`src/rtl/hazard_pkg.sv`:
```
// Shared types and constants for the decode-stage hazard scoreboard.
package hazard_pkg;

  localparam int unsigned SB_REG_W = 8;
  localparam int unsigned FWD_W    = 2;

  localparam logic [FWD_W-1:0] FWD_RF = 2'd0;

  // wr_reg is sized for the widest supported register file; narrower files zero-extend
  typedef struct packed {
    logic                valid;
    logic                is_load;
    logic [SB_REG_W-1:0] wr_reg;
  } sb_entry_t;

  function automatic logic [FWD_W-1:0] fwd_code(input int unsigned k);
    return FWD_W'(k + 1);
  endfunction

endpackage

```
`src/rtl/hazard_scoreboard_if.sv`:
```
// Decode-side hazard bus: master is the pipeline/decode, slave is the hazard unit.
interface hazard_scoreboard_if
  import hazard_pkg::*;
#(
  parameter int unsigned REG_AW = 3
);
  logic              id_valid;
  logic              id_rs_en;
  logic [REG_AW-1:0] id_rs;
  logic              id_rt_en;
  logic [REG_AW-1:0] id_rt;
  logic              id_wr_en;
  logic [REG_AW-1:0] id_wr_reg;
  logic              id_is_load;
  logic              id_halt;
  logic              br_taken_raw;
  logic              ext_stall;
  logic              if_id_nowrite;
  logic              push_nop;
  logic              if_flush;
  logic              branch_taken;
  logic              halt;
  logic [FWD_W-1:0]  fwd_rs_sel;
  logic [FWD_W-1:0]  fwd_rt_sel;
  logic              err;

  modport master (
    output id_valid, id_rs_en, id_rs, id_rt_en, id_rt, id_wr_en, id_wr_reg,
           id_is_load, id_halt, br_taken_raw, ext_stall,
    input  if_id_nowrite, push_nop, if_flush, branch_taken, halt,
           fwd_rs_sel, fwd_rt_sel, err
  );

  modport slave (
    input  id_valid, id_rs_en, id_rs, id_rt_en, id_rt, id_wr_en, id_wr_reg,
           id_is_load, id_halt, br_taken_raw, ext_stall,
    output if_id_nowrite, push_nop, if_flush, branch_taken, halt,
           fwd_rs_sel, fwd_rt_sel, err
  );
endinterface

```
`src/rtl/hazard_scoreboard_stall_watchdog.sv`:
```
// Counts consecutive stall/freeze cycles and raises a sticky error once a stall outlives the limit.
module stall_watchdog #(
  parameter int unsigned STALL_TIMEOUT = 15
) (
  input  logic clk,
  input  logic rst,
  input  logic i_stall,
  output logic o_err
);
  localparam int unsigned CNT_W = $clog2(STALL_TIMEOUT + 1);

  logic [CNT_W-1:0] r_cnt;
  logic             r_err;

  // Counter saturates at the limit; a further stalled cycle sets the error
  always_ff @(posedge clk) begin
    if (rst) begin
      r_cnt <= '0;
      r_err <= 1'b0;
    end else if (i_stall) begin
      if (r_cnt == CNT_W'(STALL_TIMEOUT)) begin
        r_err <= 1'b1;
      end else begin
        r_cnt <= r_cnt + CNT_W'(1);
      end
    end else begin
      r_cnt <= '0;
    end
  end

  assign o_err = r_err;

endmodule

```
`src/rtl/hazard_scoreboard.sv`:
```
// Decode-stage hazard unit with a shift-register scoreboard of in-flight destinations.
// Optional build macro HAZARD_FORWARD_EN: operand forwarding, only load-use stalls remain.
module hazard_scoreboard
  import hazard_pkg::*;
#(
  parameter int unsigned REG_AW        = 3,
  parameter int unsigned PIPE_DEPTH    = 2,
  parameter int unsigned STALL_TIMEOUT = 15
) (
  input logic               clk,
  input logic               rst,
  hazard_scoreboard_if.slave hz_if
);
  sb_entry_t             r_sb [PIPE_DEPTH];
  logic [PIPE_DEPTH-1:0] w_rs_match;
  logic [PIPE_DEPTH-1:0] w_rt_match;
  logic                  w_hz;
  logic                  w_go;
  logic                  w_err;
  logic [FWD_W-1:0]      w_rs_fwd;
  logic [FWD_W-1:0]      w_rt_fwd;
  sb_entry_t             w_issue;
  logic                  w_unused_ld;

  // Source match against every entry; reset presents an empty scoreboard
  always_comb begin
    w_rs_match  = '0;
    w_rt_match  = '0;
    w_unused_ld = 1'b0;
    for (int unsigned k = 0; k < PIPE_DEPTH; k++) begin
      w_rs_match[k] = hz_if.id_rs_en & r_sb[k].valid & ~rst &
                      (r_sb[k].wr_reg == SB_REG_W'(hz_if.id_rs));
      w_rt_match[k] = hz_if.id_rt_en & r_sb[k].valid & ~rst &
                      (r_sb[k].wr_reg == SB_REG_W'(hz_if.id_rt));
      w_unused_ld   = w_unused_ld ^ r_sb[k].is_load;
    end
  end

  always_comb begin
    w_hz     = 1'b0;
    w_rs_fwd = FWD_RF;
    w_rt_fwd = FWD_RF;
`ifdef HAZARD_FORWARD_EN
    w_hz = hz_if.id_valid & (w_rs_match[0] | w_rt_match[0]) & r_sb[0].is_load;
    // Walk oldest to youngest so the youngest producer wins
    for (int unsigned k = PIPE_DEPTH; k > 0; k--) begin
      if (w_rs_match[k-1]) w_rs_fwd = fwd_code(k - 1);
      if (w_rt_match[k-1]) w_rt_fwd = fwd_code(k - 1);
    end
`else
    w_hz = hz_if.id_valid & ((|w_rs_match) | (|w_rt_match));
`endif
  end

  always_comb begin
    w_issue         = '0;
    w_issue.valid   = hz_if.id_valid & hz_if.id_wr_en;
    w_issue.is_load = hz_if.id_is_load;
    w_issue.wr_reg  = SB_REG_W'(hz_if.id_wr_reg);
  end

  // Scoreboard shifts every unfrozen cycle; a stalled decode inserts a bubble
  always_ff @(posedge clk) begin
    if (rst) begin
      for (int unsigned k = 0; k < PIPE_DEPTH; k++) r_sb[k] <= '0;
    end else if (!hz_if.ext_stall) begin
      for (int unsigned k = PIPE_DEPTH - 1; k > 0; k--) r_sb[k] <= r_sb[k-1];
      r_sb[0] <= w_hz ? '0 : w_issue;
    end
  end

  stall_watchdog #(
    .STALL_TIMEOUT(STALL_TIMEOUT)
  ) u_watchdog (
    .clk    (clk),
    .rst    (rst),
    .i_stall(w_hz | hz_if.ext_stall),
    .o_err  (w_err)
  );

  // Branch and halt are only honoured for an instruction that actually leaves decode
  always_comb begin
    w_go                = hz_if.id_valid & ~w_hz & ~hz_if.ext_stall & ~rst;
    hz_if.if_id_nowrite = w_hz | hz_if.ext_stall;
    hz_if.push_nop      = w_hz & ~hz_if.ext_stall;
    hz_if.branch_taken  = hz_if.br_taken_raw & w_go;
    hz_if.if_flush      = hz_if.br_taken_raw & w_go;
    hz_if.halt          = hz_if.id_halt & w_go;
    hz_if.fwd_rs_sel    = w_rs_fwd;
    hz_if.fwd_rt_sel    = w_rt_fwd;
    hz_if.err           = w_err;
  end

endmodule

```
`src/flat_wrapper.sv`:
```
// flat-port wrapper written by rule: the top's interface ports become plain ports
module hazard_scoreboard_flat import hazard_pkg::*;
#(
  parameter int unsigned REG_AW        = 3,
  parameter int unsigned PIPE_DEPTH    = 2,
  parameter int unsigned STALL_TIMEOUT = 15
)
  (clk, rst, hz_if_id_valid, hz_if_id_rs_en, hz_if_id_rs, hz_if_id_rt_en, hz_if_id_rt, hz_if_id_wr_en, hz_if_id_wr_reg, hz_if_id_is_load, hz_if_id_halt, hz_if_br_taken_raw, hz_if_ext_stall, hz_if_if_id_nowrite, hz_if_push_nop, hz_if_if_flush, hz_if_branch_taken, hz_if_halt, hz_if_fwd_rs_sel, hz_if_fwd_rt_sel, hz_if_err);
  hazard_scoreboard_if #(.REG_AW(REG_AW)) hz_if_i ();
  input logic clk;
  input logic rst;
  input wire logic [$bits(hz_if_i.id_valid)-1:0] hz_if_id_valid;
  input wire logic [$bits(hz_if_i.id_rs_en)-1:0] hz_if_id_rs_en;
  input wire logic [$bits(hz_if_i.id_rs)-1:0] hz_if_id_rs;
  input wire logic [$bits(hz_if_i.id_rt_en)-1:0] hz_if_id_rt_en;
  input wire logic [$bits(hz_if_i.id_rt)-1:0] hz_if_id_rt;
  input wire logic [$bits(hz_if_i.id_wr_en)-1:0] hz_if_id_wr_en;
  input wire logic [$bits(hz_if_i.id_wr_reg)-1:0] hz_if_id_wr_reg;
  input wire logic [$bits(hz_if_i.id_is_load)-1:0] hz_if_id_is_load;
  input wire logic [$bits(hz_if_i.id_halt)-1:0] hz_if_id_halt;
  input wire logic [$bits(hz_if_i.br_taken_raw)-1:0] hz_if_br_taken_raw;
  input wire logic [$bits(hz_if_i.ext_stall)-1:0] hz_if_ext_stall;
  output wire logic [$bits(hz_if_i.if_id_nowrite)-1:0] hz_if_if_id_nowrite;
  output wire logic [$bits(hz_if_i.push_nop)-1:0] hz_if_push_nop;
  output wire logic [$bits(hz_if_i.if_flush)-1:0] hz_if_if_flush;
  output wire logic [$bits(hz_if_i.branch_taken)-1:0] hz_if_branch_taken;
  output wire logic [$bits(hz_if_i.halt)-1:0] hz_if_halt;
  output wire logic [$bits(hz_if_i.fwd_rs_sel)-1:0] hz_if_fwd_rs_sel;
  output wire logic [$bits(hz_if_i.fwd_rt_sel)-1:0] hz_if_fwd_rt_sel;
  output wire logic [$bits(hz_if_i.err)-1:0] hz_if_err;
  assign hz_if_i.id_valid = hz_if_id_valid;
  assign hz_if_i.id_rs_en = hz_if_id_rs_en;
  assign hz_if_i.id_rs = hz_if_id_rs;
  assign hz_if_i.id_rt_en = hz_if_id_rt_en;
  assign hz_if_i.id_rt = hz_if_id_rt;
  assign hz_if_i.id_wr_en = hz_if_id_wr_en;
  assign hz_if_i.id_wr_reg = hz_if_id_wr_reg;
  assign hz_if_i.id_is_load = hz_if_id_is_load;
  assign hz_if_i.id_halt = hz_if_id_halt;
  assign hz_if_i.br_taken_raw = hz_if_br_taken_raw;
  assign hz_if_i.ext_stall = hz_if_ext_stall;
  assign hz_if_if_id_nowrite = hz_if_i.if_id_nowrite;
  assign hz_if_push_nop = hz_if_i.push_nop;
  assign hz_if_if_flush = hz_if_i.if_flush;
  assign hz_if_branch_taken = hz_if_i.branch_taken;
  assign hz_if_halt = hz_if_i.halt;
  assign hz_if_fwd_rs_sel = hz_if_i.fwd_rs_sel;
  assign hz_if_fwd_rt_sel = hz_if_i.fwd_rt_sel;
  assign hz_if_err = hz_if_i.err;
  hazard_scoreboard #(.REG_AW(REG_AW), .PIPE_DEPTH(PIPE_DEPTH), .STALL_TIMEOUT(STALL_TIMEOUT)) u_core (.clk(clk), .rst(rst), .hz_if(hz_if_i));
endmodule
```
`config.mk`:
```
export PLATFORM = sky130hd
export DESIGN_NAME = hazard_scoreboard_flat
export DESIGN_NICKNAME = d
export VERILOG_FILES = /design/src/rtl/hazard_pkg.sv /design/src/rtl/hazard_scoreboard_if.sv /design/src/rtl/hazard_scoreboard_stall_watchdog.sv /design/src/rtl/hazard_scoreboard.sv /design/src/flat_wrapper.sv
export SDC_FILE = /design/constraint.sdc
export NUM_CORES = 1
export LEC_CHECK = 0
export CAP_MARGIN = 20
export CORE_ASPECT_RATIO = 1.4
export CORE_MARGIN = 1.5
export CORE_UTILIZATION = 39
export DETAILED_ROUTE_END_ITERATION = 8
export PLACE_DENSITY = 0.77
export SETUP_SLACK_MARGIN = 0.4
export SLEW_MARGIN = 5
export SYNTH_ARGS = -nofsm -noshare
export SYNTH_HDL_FRONTEND = slang
export SYNTH_SLANG_ARGS = --single-unit
```
`constraint.sdc`:
```
create_clock -name clk -period 1.66 [get_ports clk]
set_input_delay 0.332 -clock clk [delete_from_list [all_inputs] [get_ports clk]]
set_output_delay 0.332 -clock clk [all_outputs]
set_load 0.03 [all_outputs]
```
==> results_dict.tcl <==
set metrics [dict create \
    p_seq_share_pct 49.7 \
    rsz0062_at_grt "true" \
    leakage_nw 0.571 \
    cts.sinks 13 \
    drt_iter0_markers 19 \
    cp_slowest_cell "or4_4" \
    cts_made_buffers 3 \
    reg2reg_slack_ps -160 \
    finalSetupViolCount 14 \
    crit_path_end_kind "output port" \
    intPower_uw 550 \
    clock-root-buffer "clkbuf_4" \
    final_cell_area_um2 1290 \
    min_path_cells 2 \
    dp_cells 129 \
    max_cap_violations 0 \
    p_sw_uw 202 \
    placed_area_um2 1150 \
    cts_tree "done" \
    switching_share_pct 26.9 \
    place_ws_ps -1080 \
    clockBufferDepth 2 \
    start_util_pct 41.1 \
    hold_viol 0 \
    syn-mean-instance-area_um2 10.5 \
    ant_nets 0 \
    clk_pin_slew_worst_paths_ps 70 \
    grt_use_total_pct 17.8 \
    synth_top_family_by_area "simple AND/OR/NAND/NOR gates" \
    met2_usage_pct 36.2 \
    hold_path.startpoint "u_core.u_watchdog.o_err$_SDFFE_PP0P_" \
    hold_path.class "reg -> reg" \
    dr_total_vias 695 \
    post-route-period-util_pct 141 \
    r2r-start "u_core.r_sb[0][12]$_SDFFCE_PN0P_" \
    clock_skew_ps 1.17 \
    critPathMaxFanout 3 \
    core_um2 1970 \
    ys_ff_latch 13 \
    die_w_um 41.5 \
    yosys.area.top_type_share_pct 29.6 \
    slowest_delay_ps 550 \
    nets 138 \
    drt_pass1_iterations 4 \
    r2r_cells 6 \
    drv_slew 0 \
    diodes 0 \
    clkPwrFrac_pct 24.3 \
    synth_cells 77 \
    whs_endpoint "u_core.u_watchdog.o_err$_SDFFE_PP0P_" \
    run_status "finished with violations" \
    fillers 177 \
    grt_pass1_wl_um 3220 \
    final_cells 138 \
    wl_per_cell_um 13.7 \
    ios 29 \
    synth-compound-area-share_pct 10.3 \
    worst_slack_ps -683 \
    dp_hpwl_um 1470 \
    synth_cell_types 26 \
    pwr-share-comb_pct 26.0 \
    worst_r2r_endpoint "u_core.r_sb[0][0]$_SDFFCE_PP0P_" \
    crit_chain "xor2_1, nor4_2, or4_4, buf_6, nor3_4, buf_6" \
    cp_data_required_time_ps 1330 \
    synth.mux.area_fraction_pct 2.47 \
    grt_antenna_before_repair 0 \
    grt_busiest_layer "met2" \
    violations "setup timing" \
    grt_max_degree 9 \
    area_delta_synth_final_pct 58.6 \
    drive_gt1_share_pct 36.8 \
    grtUsageMet1_pct 17.9 \
    dieArea_um2 2370 \
    power.total_uw 752 \
    synth-xor-area-share_pct 14.0 \
    mappedNetlistArea_um2 811 \
    fin_crit_ps 2340 \
    cts_max_level 1 \
    finalWirelength_um 1900 \
    p_per_area_nw_per_um2 585 \
    portBuffers 23 \
    startpoint_type "flip-flop" \
    yosys_warnings 0 \
    synth-simple-area-share_pct 21.8 \
    critPathMostFrequentCell "buf_6" \
    drc 0 \
    synthTopCellsByArea "edfxtp_1 30%, xor2_1 13%, dfxtp_1 12%" \
    use_met3_pct 2.53 \
    fmax_mhz 427 \
    synthAdderAreaFrac_pct 1.54 \
    gp_congestion 0.873 \
    row_count 19 \
    yosysTopAreaCell "edfxtp_1" \
    ys_seq_area_share_pct 42.0 \
    arrival_ps 2010 \
    grt_pass1_vias 759 \
    gr-total-overflow 0 \
    dieHeight_um 57.0 \
    via_per_inst 5.04 \
    peakVddDrop_uv 547 \
    startpoint "u_core.r_sb[0][1]$_SDFFCE_PP0P_" \
    hold_slack_ps 486 \
    clk_latency_ps 260 \
    worstSetupPathType "reg -> out" \
]
## power by group through the flow
stage | combinational [mW] | clock, mW | sequential (mW)
floorplan | 0.0958 | 0 | 0.377
global placement | 0.165 | 0 | 0.380
detailed placement | 0.171 | 0 | 0.381
CTS | 0.179 | 0.197 | 0.374
global route | 0.209 | 0.205 | 0.376
finish | 0.196 | 0.183 | 0.374
## sequential cells by signal (all words and copies together) (netlist names)
signal and count:
u_core.u_watchdog.r_cnt 4, u_core.r_sb 8, u_core.u_watchdog.o_err 1
## cell usage in the layout, fill, tap and decap left out, types with 2 or more instances in the layout
master | synthesis | routed
a211oi_2 | 0 | 3
and2_1 | 4 | 4
and3_1 | 3 | 3
buf_2 | 0 | 2
buf_4 | 5 | 13
buf_6 | 0 | 6
clkbuf_4 | 0 | 3
clkdlybuf4s50_1 | 0 | 10
conb_1 | 1 | 4
dfxtp_1 | 5 | 5
dlygate4sd2_1 | 0 | 6
edfxtp_1 | 8 | 8
inv_1 | 5 | 5
mux2i_1 | 2 | 2
nand2_1 | 6 | 5
nand3_1 | 2 | 2
nor3_2 | 0 | 2
nor4_2 | 4 | 3
xor2_1 | 12 | 10
## critical path: cells and delay by family, from the launching register on
family,cells,cell delay (ps)
xor+xnor,1,230
buf+inv,2,300
flops,1,430
simple gates,3,790
## layout make-up
cell class	instances	area [µm²]	area share, %
clock buffer	4	26.3	2.04
inverter	5	18.8	1.46
multi-input combinational	56	514	40.0
sequential	13	340	26.5
tap	21	26.3	2.04
timing repair buffer	39	360	28.0
## timing repair
action / in CTS / in global routing
gates resized for setup: 19 / 14
pin swaps: 12 / 3
setup endpoints to repair: 23 / 23
hold buffers: 0 / 0
buffers inserted: 4 / 1
## through the flow
| stage | setup TNS [ps] | utilization [%] |
|---|---|---|
| after floorplan | -1410 | - |
| after global placement | -8670 | 58.4 |
| after detailed placement | -8940 | 58.4 |
| after CTS | -4660 | 62.5 |
| after global routing | -5310 | 65.2 |
| final | -4100 | 65.2 |
## per-layer routing
layer / wire length, µm / share of wire, % / vias up
met4: 0 / 0 / 0
met3: 63 / 3.3 / 0
li1: - / - / 344
met1: 690 / 36 / 331
met5: 0 / 0 / -
met2: 1140 / 60 / 20
## synth_stat cells
library cell  count
nand3b_1          1
nand3_1           2
inv_1             5
nor3_1            3
buf_4             5
o41ai_4           1
ha_1              1
o21ai_0           2
nand2_1           6
mux2i_1           2
a211oi_1          4
nor4_2            4
dfxtp_1           5
o31ai_1           1
edfxtp_1          8
or4_4             1
conb_1            1
a2bb2oi_1         1
nand2b_1          1
and3_1            3
nor2b_1           1
xor2_1           12
xnor2_1           1
clkbuf_1          1
nor2_1            1
and2_1            4
## how the worst max path moves through the flow
stage	end	slack, ps
floorplan	hz_if_if_flush	-480
global placement	hz_if_push_nop	-1070
detailed placement	hz_if_push_nop	-1080
CTS	hz_if_if_flush	-720
global route	hz_if_if_flush	-790
finish	hz_if_if_flush	-680
## logic make-up (layout without fill, tap and decap cells)
family,after synthesis,after routing
AO/OA/AOI/OAI,9,9
XOR/XNOR,13,13
adder cells (fa/ha/maj),1,1
buffers and inverters,11,48
flip-flops,13,13
multiplexers,2,2
other,1,4
AND/OR/NAND/NOR,27,27
Note: power is estimated with default switching activity, not from simulation.
